File: config.mk
export PLATFORM = sky130hd
export DESIGN_NAME = btn_led_mode_ctrl
export DESIGN_NICKNAME = d
export VERILOG_FILES = /design/src/rtl/btn_led_pkg.sv /design/src/rtl/btn_debounce.sv /design/src/rtl/btn_led_mode_ctrl.sv
export SDC_FILE = /design/constraint.sdc
export NUM_CORES = 1
export LEC_CHECK = 0
export ABC_CLOCK_PERIOD_IN_PS = 3600
export BUFFER_PORTS_ARGS = -buffer_cell sky130_fd_sc_hd__buf_2
export CORE_MARGIN = 2
export CORE_UTILIZATION = 45
export DETAILED_ROUTE_END_ITERATION = 10
export SLEW_MARGIN = 0
export SYNTH_ARGS = -nofsm -noshare
export SYNTH_HDL_FRONTEND = slang
export SYNTH_SLANG_ARGS = --single-unit
export TNS_END_PERCENT = 5
File: constraint.sdc
create_clock -name clk -period 3.6 [get_ports clk]
set_input_delay 0.36 -clock clk [delete_from_list [all_inputs] [get_ports clk]]
set_output_delay 0.36 -clock clk [all_outputs]
set_load 0.005 [all_outputs]
File: src/rtl/btn_led_pkg.sv
// Shared definitions for the button / LED mode controller: the LED mode
// encoding and the press-to-press mode sequence.
package btn_led_pkg;

  // Two-bit mode encoding, also driven directly onto the mode output.
  typedef enum logic [1:0] {
    MODE_OFF  = 2'd0,
    MODE_ON   = 2'd1,
    MODE_SLOW = 2'd2,
    MODE_FAST = 2'd3
  } mode_e;

  // Mode that follows the given one on a press: OFF, ON, SLOW, FAST, OFF.
  function automatic mode_e next_mode(input mode_e cur);
    mode_e nxt;
    case (cur)
      MODE_OFF:  nxt = MODE_ON;
      MODE_ON:   nxt = MODE_SLOW;
      MODE_SLOW: nxt = MODE_FAST;
      MODE_FAST: nxt = MODE_OFF;
      default:   nxt = MODE_OFF;
    endcase
    return nxt;
  endfunction

endpackage

File: src/rtl/btn_debounce.sv
// Two-flop synchronizer plus a counter debouncer for an active-low,
// pulled-up push button. A level change is accepted only after the
// synchronized input has differed from the accepted level for
// DEBOUNCE_CYCLES consecutive clocks; any bounce back restarts the count.
module btn_debounce #(
  parameter int DEBOUNCE_CYCLES = 250000
) (
  input  logic clk,
  input  logic rst_n,
  input  logic btn_n_i,       // raw level, 0 = pressed, asynchronous to clk
  output logic db_level_o,    // accepted (debounced) level, 1 = released
  output logic fall_pulse_o,  // registered one-clock strobe after a press is accepted
  output logic fall_accept_o  // combinational: a press is accepted at the coming edge
);

  localparam int CW = $clog2(DEBOUNCE_CYCLES);
  localparam logic [CW-1:0] CNT_LAST = CW'(DEBOUNCE_CYCLES - 1);

  logic          s1_q, s2_q;
  logic          db_q, db_d;
  logic [CW-1:0] cnt_q, cnt_d;
  logic          fall_q, fall_d;

  // Synchronizer, accepted level, stability counter and press strobe.
  // NOTE: the synchronizer flops reset to 1 (released) so that leaving reset
  // never looks like a press edge; every sequential assignment is
  // non-blocking so all flops sample the pre-edge values together.
  always_ff @(posedge clk or negedge rst_n) begin
    if (!rst_n) begin
      s1_q   <= 1'b1;
      s2_q   <= 1'b1;
      db_q   <= 1'b1;
      cnt_q  <= '0;
      fall_q <= 1'b0;
    end else begin
      s1_q   <= btn_n_i;
      s2_q   <= s1_q;
      db_q   <= db_d;
      cnt_q  <= cnt_d;
      fall_q <= fall_d;
    end
  end

  // Debounce decision: clear on agreement, count on disagreement, accept at
  // the last count.
  // NOTE: every output of this block gets a default first, so no path leaves
  // a variable unassigned and no latch is inferred.
  always_comb begin
    db_d   = db_q;
    cnt_d  = '0;
    fall_d = 1'b0;
    if (s2_q != db_q) begin
      if (cnt_q == CNT_LAST) begin
        db_d   = s2_q;
        fall_d = ~s2_q;
      end else begin
        cnt_d = cnt_q + CW'(1);
      end
    end
  end

  assign db_level_o    = db_q;
  assign fall_pulse_o  = fall_q;
  assign fall_accept_o = fall_d;

endmodule

File: src/rtl/btn_led_mode_ctrl.sv
// Single-button / single-LED controller. Each debounced press steps the LED
// through OFF, ON, BLINK_SLOW and BLINK_FAST. The blink generator restarts
// in the lit phase on every mode change, and the LED drive comes straight
// from a flop so it cannot glitch.
module btn_led_mode_ctrl
  import btn_led_pkg::*;
#(
  parameter int DEBOUNCE_CYCLES = 250000,
  parameter int SLOW_HALF       = 6250000,
  parameter int FAST_HALF       = 1250000
) (
  input  logic       clk,
  input  logic       reset_n,
  input  logic       btn_n_raw,
  output logic       led,
  output logic [1:0] mode,
  output logic       press_pulse
);

  localparam int BLINK_MAX = (SLOW_HALF > FAST_HALF) ? SLOW_HALF : FAST_HALF;
  localparam int BW        = $clog2(BLINK_MAX);
  localparam logic [BW-1:0] SLOW_LAST = BW'(SLOW_HALF - 1);
  localparam logic [BW-1:0] FAST_LAST = BW'(FAST_HALF - 1);

  logic          press_now;
  logic          unused_db_level;  // accepted level is not needed by this block

  mode_e         mode_q, mode_d;
  logic [BW-1:0] blink_cnt_q, blink_cnt_d;
  logic          phase_q, phase_d;
  logic          led_q, led_d;

  btn_debounce #(
    .DEBOUNCE_CYCLES(DEBOUNCE_CYCLES)
  ) u_debounce (
    .clk          (clk),
    .rst_n        (reset_n),
    .btn_n_i      (btn_n_raw),
    .db_level_o   (unused_db_level),
    .fall_pulse_o (press_pulse),
    .fall_accept_o(press_now)
  );

  // Mode, blink counter, blink phase and LED drive registers.
  always_ff @(posedge clk or negedge reset_n) begin
    if (!reset_n) begin
      mode_q      <= MODE_OFF;
      blink_cnt_q <= '0;
      phase_q     <= 1'b1;
      led_q       <= 1'b0;
    end else begin
      mode_q      <= mode_d;
      blink_cnt_q <= blink_cnt_d;
      phase_q     <= phase_d;
      led_q       <= led_d;
    end
  end

  // Next mode on the press edge, blink half-period timing, and the LED value
  // decoded from the next-state terms so the led flop matches mode and phase.
  always_comb begin
    mode_d      = mode_q;
    blink_cnt_d = '0;
    phase_d     = phase_q;
    led_d       = 1'b0;

    if (press_now) begin
      mode_d = next_mode(mode_q);
    end

    if (mode_d != mode_q) begin
      // Any mode change restarts the blink in the lit half, cutting short
      // whatever half-period was in progress.
      blink_cnt_d = '0;
      phase_d     = 1'b1;
    end else begin
      case (mode_q)
        MODE_SLOW: begin
          if (blink_cnt_q == SLOW_LAST) begin
            phase_d = ~phase_q;
          end else begin
            blink_cnt_d = blink_cnt_q + BW'(1);
          end
        end
        MODE_FAST: begin
          if (blink_cnt_q == FAST_LAST) begin
            phase_d = ~phase_q;
          end else begin
            blink_cnt_d = blink_cnt_q + BW'(1);
          end
        end
        default: blink_cnt_d = '0;
      endcase
    end

    case (mode_d)
      MODE_OFF: led_d = 1'b0;
      MODE_ON:  led_d = 1'b1;
      default:  led_d = phase_d;
    endcase
  end

  assign led  = led_q;
  assign mode = mode_q;

endmodule

# Word-level counts from Yosys, hierarchy flattened
# Cells that the tools add are included.
# op_classes
reduce_logical	3
n_bitwise	2
eq_ne	9
muxes	15
add_sub_neg	2
# ops
op	n
23-bit 2-to-1 mux	3
23-bit case mux with 2 select lines	1
18-bit 2-to-1 mux	2
23-bit by 1-bit adder with 23-bit output (second input constant)	1
23-bit by 21-bit == test with 1-bit output (second input constant)	1
23-bit == test (second input constant)	1
18-bit by 1-bit adder with 18-bit output (second input constant)	1
18-bit == test (second input constant)	1
2-bit case mux with 4 select lines	1
1-bit 2-to-1 mux	5
2-bit by 1-bit == test with 1-bit output (second input constant)	2
2-bit == test (second input constant)	2
2-bit zero test	2
1-bit case mux with 2 select lines	2
2-bit 2-to-1 mux	1
2-bit inequality test	1
1-bit NOT	2
2-bit AND reduction	1
1-bit inequality test	1
# word_totals
word_cells	40
out_inout_bits	4
ff_bits	49

# Depth between registers and ports, before layout
# depth
word_depth	7
mapped_depth	8
mapped_depth_nobuf	8

# By module
# A second synthesis with hierarchy kept.
# unflattened
hier_cells	263
hier_area_um2	2637.5
# by_module_without_submodules
mod	area_per_inst_um2	n_inst	cells_per_inst
btn_led_mode_ctrl	1577.8	1	163
btn_debounce	1059.8	1	100

# Least setup slack after synthesis
# No wires, ideal clock.
# synth_timing
path_type	reg-to-reg
startpoint	register blink_cnt_q[8]
endpoint	register led_q (netlist: led)
setup_slack_ps	1210
t_arrival_ps	2257
path_buffers	0
stages_incl_launch_ff	7
path_cell_list	dfrtp_1 > or4_1 > or4_4 > o311ai_1 > nand3_1 > o32ai_1 > mux2i_1
# synth_between
elab_chain_len	5
elab_cells_between_ends	7
classes_between	eq/ne: 2; mux: 5
# synth_rtl
element	line_no	rtl
from (decl)	btn_led_mode_ctrl.sv:29	logic [BW-1:0] blink_cnt_q, blink_cnt_d;
from (signal assigned)	btn_led_mode_ctrl.sv:53	blink_cnt_q <= blink_cnt_d;
23-bit by 21-bit == test with 1-bit output or 23-bit == test (tied branches)	btn_led_mode_ctrl.sv:86, btn_led_mode_ctrl.sv:79	
1-bit 2-to-1 mux (on tied branches)	btn_led_mode_ctrl.sv:86, btn_led_mode_ctrl.sv:79	
1-bit case mux with 2 select lines *	btn_led_mode_ctrl.sv:77	case (mode_q)
1-bit 2-to-1 mux *	btn_led_mode_ctrl.sv:71	if (mode_d != mode_q) begin
1-bit case mux with 2 select lines *	btn_led_mode_ctrl.sv:96	case (mode_d)
via led_d	btn_led_mode_ctrl.sv:31	logic led_q, led_d;
to (signal assigned)	btn_led_mode_ctrl.sv:55	led_q <= led_d;
to (decl)	btn_led_mode_ctrl.sv:31	
# Mark *: on every way through the listed nets, which the timed path passes. The rest lies on a longest branch.
# A chain may end at the register's enable or synchronous reset.

# Worst setup path in the final report
# Ends and elaborated chain as after synthesis.

==> impl_results.md <==
- Run status: finished, final reports clean
- Combinational share of power: 2.3%
- Routed vias/inst: 5.158
- Worst hold-check path type: in2reg
- Number of buffers created by CTS: 5
- Design internal power: 0.6923 mW
- Max-slew headroom at the worst pin: 36.83%
- Number of diodes: 0
- Most used standard cells in the synthesized netlist: 50 x sky130_fd_sc_hd__nor2_1, 45 x sky130_fd_sc_hd__dfrtp_1, 23 x sky130_fd_sc_hd__nand2_1, 23 x sky130_fd_sc_hd__xor2_1
- PortBufs: 6
- Chip Height: 77.64 µm
- Proportion of register bits with asynchronous set or reset after synthesis: 100.0%
- Clock power frac: 34.4%
- Combined area of all synthesized cells: 0.002440 mm²
- Initial Utilization: 47.17%
- Clock latency of the later-clocked register in the worst-skew pair: 0.30 ns
- P_sw: 0.1884 mW
- DRC: 0
- Setup ws final: 0.9355 ns
- Initial detailed-routing violation count: 79
- Die outline width: 77.64 µm
- PnR Total Power: 0.8807 mW
- Sum of negative setup slack: 0 ns
- Endpoints failing setup: 0
- Number of buffers inserted by post-CTS setup repair: 0
- H-tree depth reported by CTS: 2
- Final HPWL from detailed placement: 2980 µm
- Ys flop type: sky130_fd_sc_hd__dfrtp_1
- Worst Path Arrival: 2.84 ns
- Number of enable flip-flop cells after synthesis: 0
- Max frequency: 375.3 MHz
- Std-Cell Core Area: 0.005172 mm²
- Register area share after synthesis: 50.46%
- Number of warnings printed during yosys synthesis: 0
- Fraction of synthesized cell area taken by the top area cell type: 46.15%
- Number of cells produced by synthesis: 246
- Clock Tree Root: sky130_fd_sc_hd__clkbuf_8
- TritonCTS clock tree: yes
- Hold violation total from the final report: 0
- Ratio of final minimum period to clock period: 74.01%
- Worst-Margin Slew: 0.9475 ns
- Global-route usage over all layers: 15.93%
- Leakage power summed over all cells: 1.104 nW
- Antenna viol nets, final: 0
- Via Count: 1697
- Most used standard cell by instance count after synthesis: sky130_fd_sc_hd__nor2_1
- Slew Limit Fails: 0
- Area leader, netlist: sky130_fd_sc_hd__dfrtp_1
- Setup slack at placement: 0.9403 ns
- Crit path capture type: flip-flop
- Layout Nets: 267
- Share of the core filled with cells: 51.16%
- Critical Path Start Type: flip-flop
- Maximum vdd drop: 0.1596 mV
- Switching share of total power: 21.39%
- Largest cells by area after synthesis: sky130_fd_sc_hd__dfrtp_1 46%, sky130_fd_sc_hd__xor2_1 8.3%, sky130_fd_sc_hd__nor2_1 7.7%
- Synthesized area per cell: 9.918 µm²
- Clock Sinks: 49
- Final weighted congestion of routability-driven global placement: 0.7681
- Power density over the cells: 332.8 mW/mm²
- Number of synthesized register bits: 49
- Number of global-route vias before repair: 1629
- Max-cap check violation count: 0
- Unrepaired setup endpoints after global routing: no
- Number of antenna violations at the first check in global routing: 0
- Final min period: 2.665 ns
- # IOs: 7
- Post-Route WL: 4230 µm
- Number of buffers on the longest clock path: 2
- Row count: 26
- Unique cell type count in the Yosys netlist: 36
- 1st-pass router iterations: 4
- Worst Path Max Fanout: 4
- Routed length per placed instance: 12.86 µm
- Wire length of the first global-routing pass: 7672 µm
- Signed area change from the synthesized netlist to the final layout: 8.462%
- Net Count, Synth: 254
- Largest net degree at the start of global routing: 32
- GRT Residual Overflow: 0
- Total Die Area: 0.006027 mm²
- Clock skew after layout: 0.01720 ns
- CTS clk-pin slew, worst paths: 0.09 ns
- Post-cts sizing count: 0
- Portion of total power attributed to sequential cells: 63.3%
- CP required: 3.78 ns
- Ratio of cells with drive above 1 in the final layout: 10.42%
- Critical path class: reg2reg
layer usage:
| layer | GRT usage (%) | routed length (µm) | vias up | part of all wire (%) |
|---|---|---|---|---|
| met2 | 23.53 | 1857 | 19 | 44 |
| met1 | 23.37 | 2189 | 817 | 52 |
| li1 | - | - | 854 | - |
| met4 | 6.429 | 72 | 0 | 1.7 |
| met3 | 2.442 | 110 | 7 | 2.6 |
| met5 | 0 | 0 | - | 0 |
critical path, stage by stage (launching register included):
cell and delay, ns:
sky130_fd_sc_hd__dfrtp_1 0.43, sky130_fd_sc_hd__or4_1 0.53, sky130_fd_sc_hd__or4_4 0.57, sky130_fd_sc_hd__o311ai_1 0.52, sky130_fd_sc_hd__nand3_1 0.13, sky130_fd_sc_hd__o32ai_1 0.25, sky130_fd_sc_hd__mux2i_1 0.11
what timing repair did:
item / in CTS / in global routing
endpoints found under the setup margin: 0 / 0
hold buffers: 1 / 0
hold endpoints to repair: 5 / 0
power groups by stage:
stage / registers, mW / clock network (mW) / logic, mW
after floorplan: 0.568 / 0 / 0.00628
after global placement: 0.568 / 0 / 0.0207
after detailed placement: 0.568 / 0 / 0.0209
after CTS: 0.557 / 0.319 / 0.0220
after global routing: 0.558 / 0.339 / 0.0242
final: 0.557 / 0.303 / 0.0204
through the flow:
stage | cells | instance area (µm²) | hold slack (ns)
after floorplan | 246 | 2440 | 0.06441
after global placement | 321 | 2559 | 0.3199
after detailed placement | 321 | 2559 | 0.3207
after CTS | 329 | 2646 | 0.1556
after global routing | 329 | 2646 | 0.1558
final | 329 | 2646 | 0.1678
flip-flops by register name (all words and copies together) (netlist names):
name	cells
blink_cnt_q	23
led	1
mode	2
phase_q	1
u_debounce.cnt_q	18
u_debounce.db_level_o	1
u_debounce.fall_pulse_o	1
u_debounce.s1_q	1
u_debounce.s2_q	1
area by class of cell:
class,count,area (µm²)
clock buffers,6,72.57
clock inverters,1,5.005
fillers,474,2526
inverters,7,26.28
multi-input cells,187,1169
flip-flops and latches,49,1231
well taps,70,87.58
repair buffers,9,55.05
layout by cell type (no fill, tap or decap), types with 3 or more instances in the layout:
cell type,count
sky130_fd_sc_hd__nor2_1,50
sky130_fd_sc_hd__dfstp_2,4
sky130_fd_sc_hd__and3_1,8
sky130_fd_sc_hd__xnor2_1,16
sky130_fd_sc_hd__inv_1,7
sky130_fd_sc_hd__xor2_1,23
sky130_fd_sc_hd__or2b_1,3
sky130_fd_sc_hd__nand4_1,7
sky130_fd_sc_hd__clkbuf_8,5
sky130_fd_sc_hd__ha_1,5
sky130_fd_sc_hd__nand3_1,16
sky130_fd_sc_hd__dfrtp_1,45
sky130_fd_sc_hd__nand2_1,23
sky130_fd_sc_hd__nor3_1,4
sky130_fd_sc_hd__nor4_1,3
sky130_fd_sc_hd__buf_2,6
path summary, 6_finish.rpt:
check	startpoint	to	slack (ns)	cells after the start
max in group asynchronous	reset_n	u_debounce.s1_q	2.29	3
worst max-delay path	blink_cnt_q[8]	led	0.94	6
worst max register to register	blink_cnt_q[8]	led	0.94	6
worst min register to register	u_debounce.s1_q	u_debounce.s2_q	0.36	0
worst min-delay path	btn_n_raw	u_debounce.s1_q	0.17	1
min in group asynchronous	reset_n	blink_cnt_q[10]	0.52	2
cells by family (layout without fill, tap and decap cells):
group	Yosys count	in the layout	synth area share, %
and+or+nand+nor	131	131	27.28
DFF	49	49	50.46
xor gates and xnor gates	39	39	14.00
buffers and inverters	10	23	1.641
AOI/OAI and AO/OA	8	8	2.308
adders and majority gates	5	5	2.564
muxes	4	4	1.744
(Power assumes the default switching activity.)
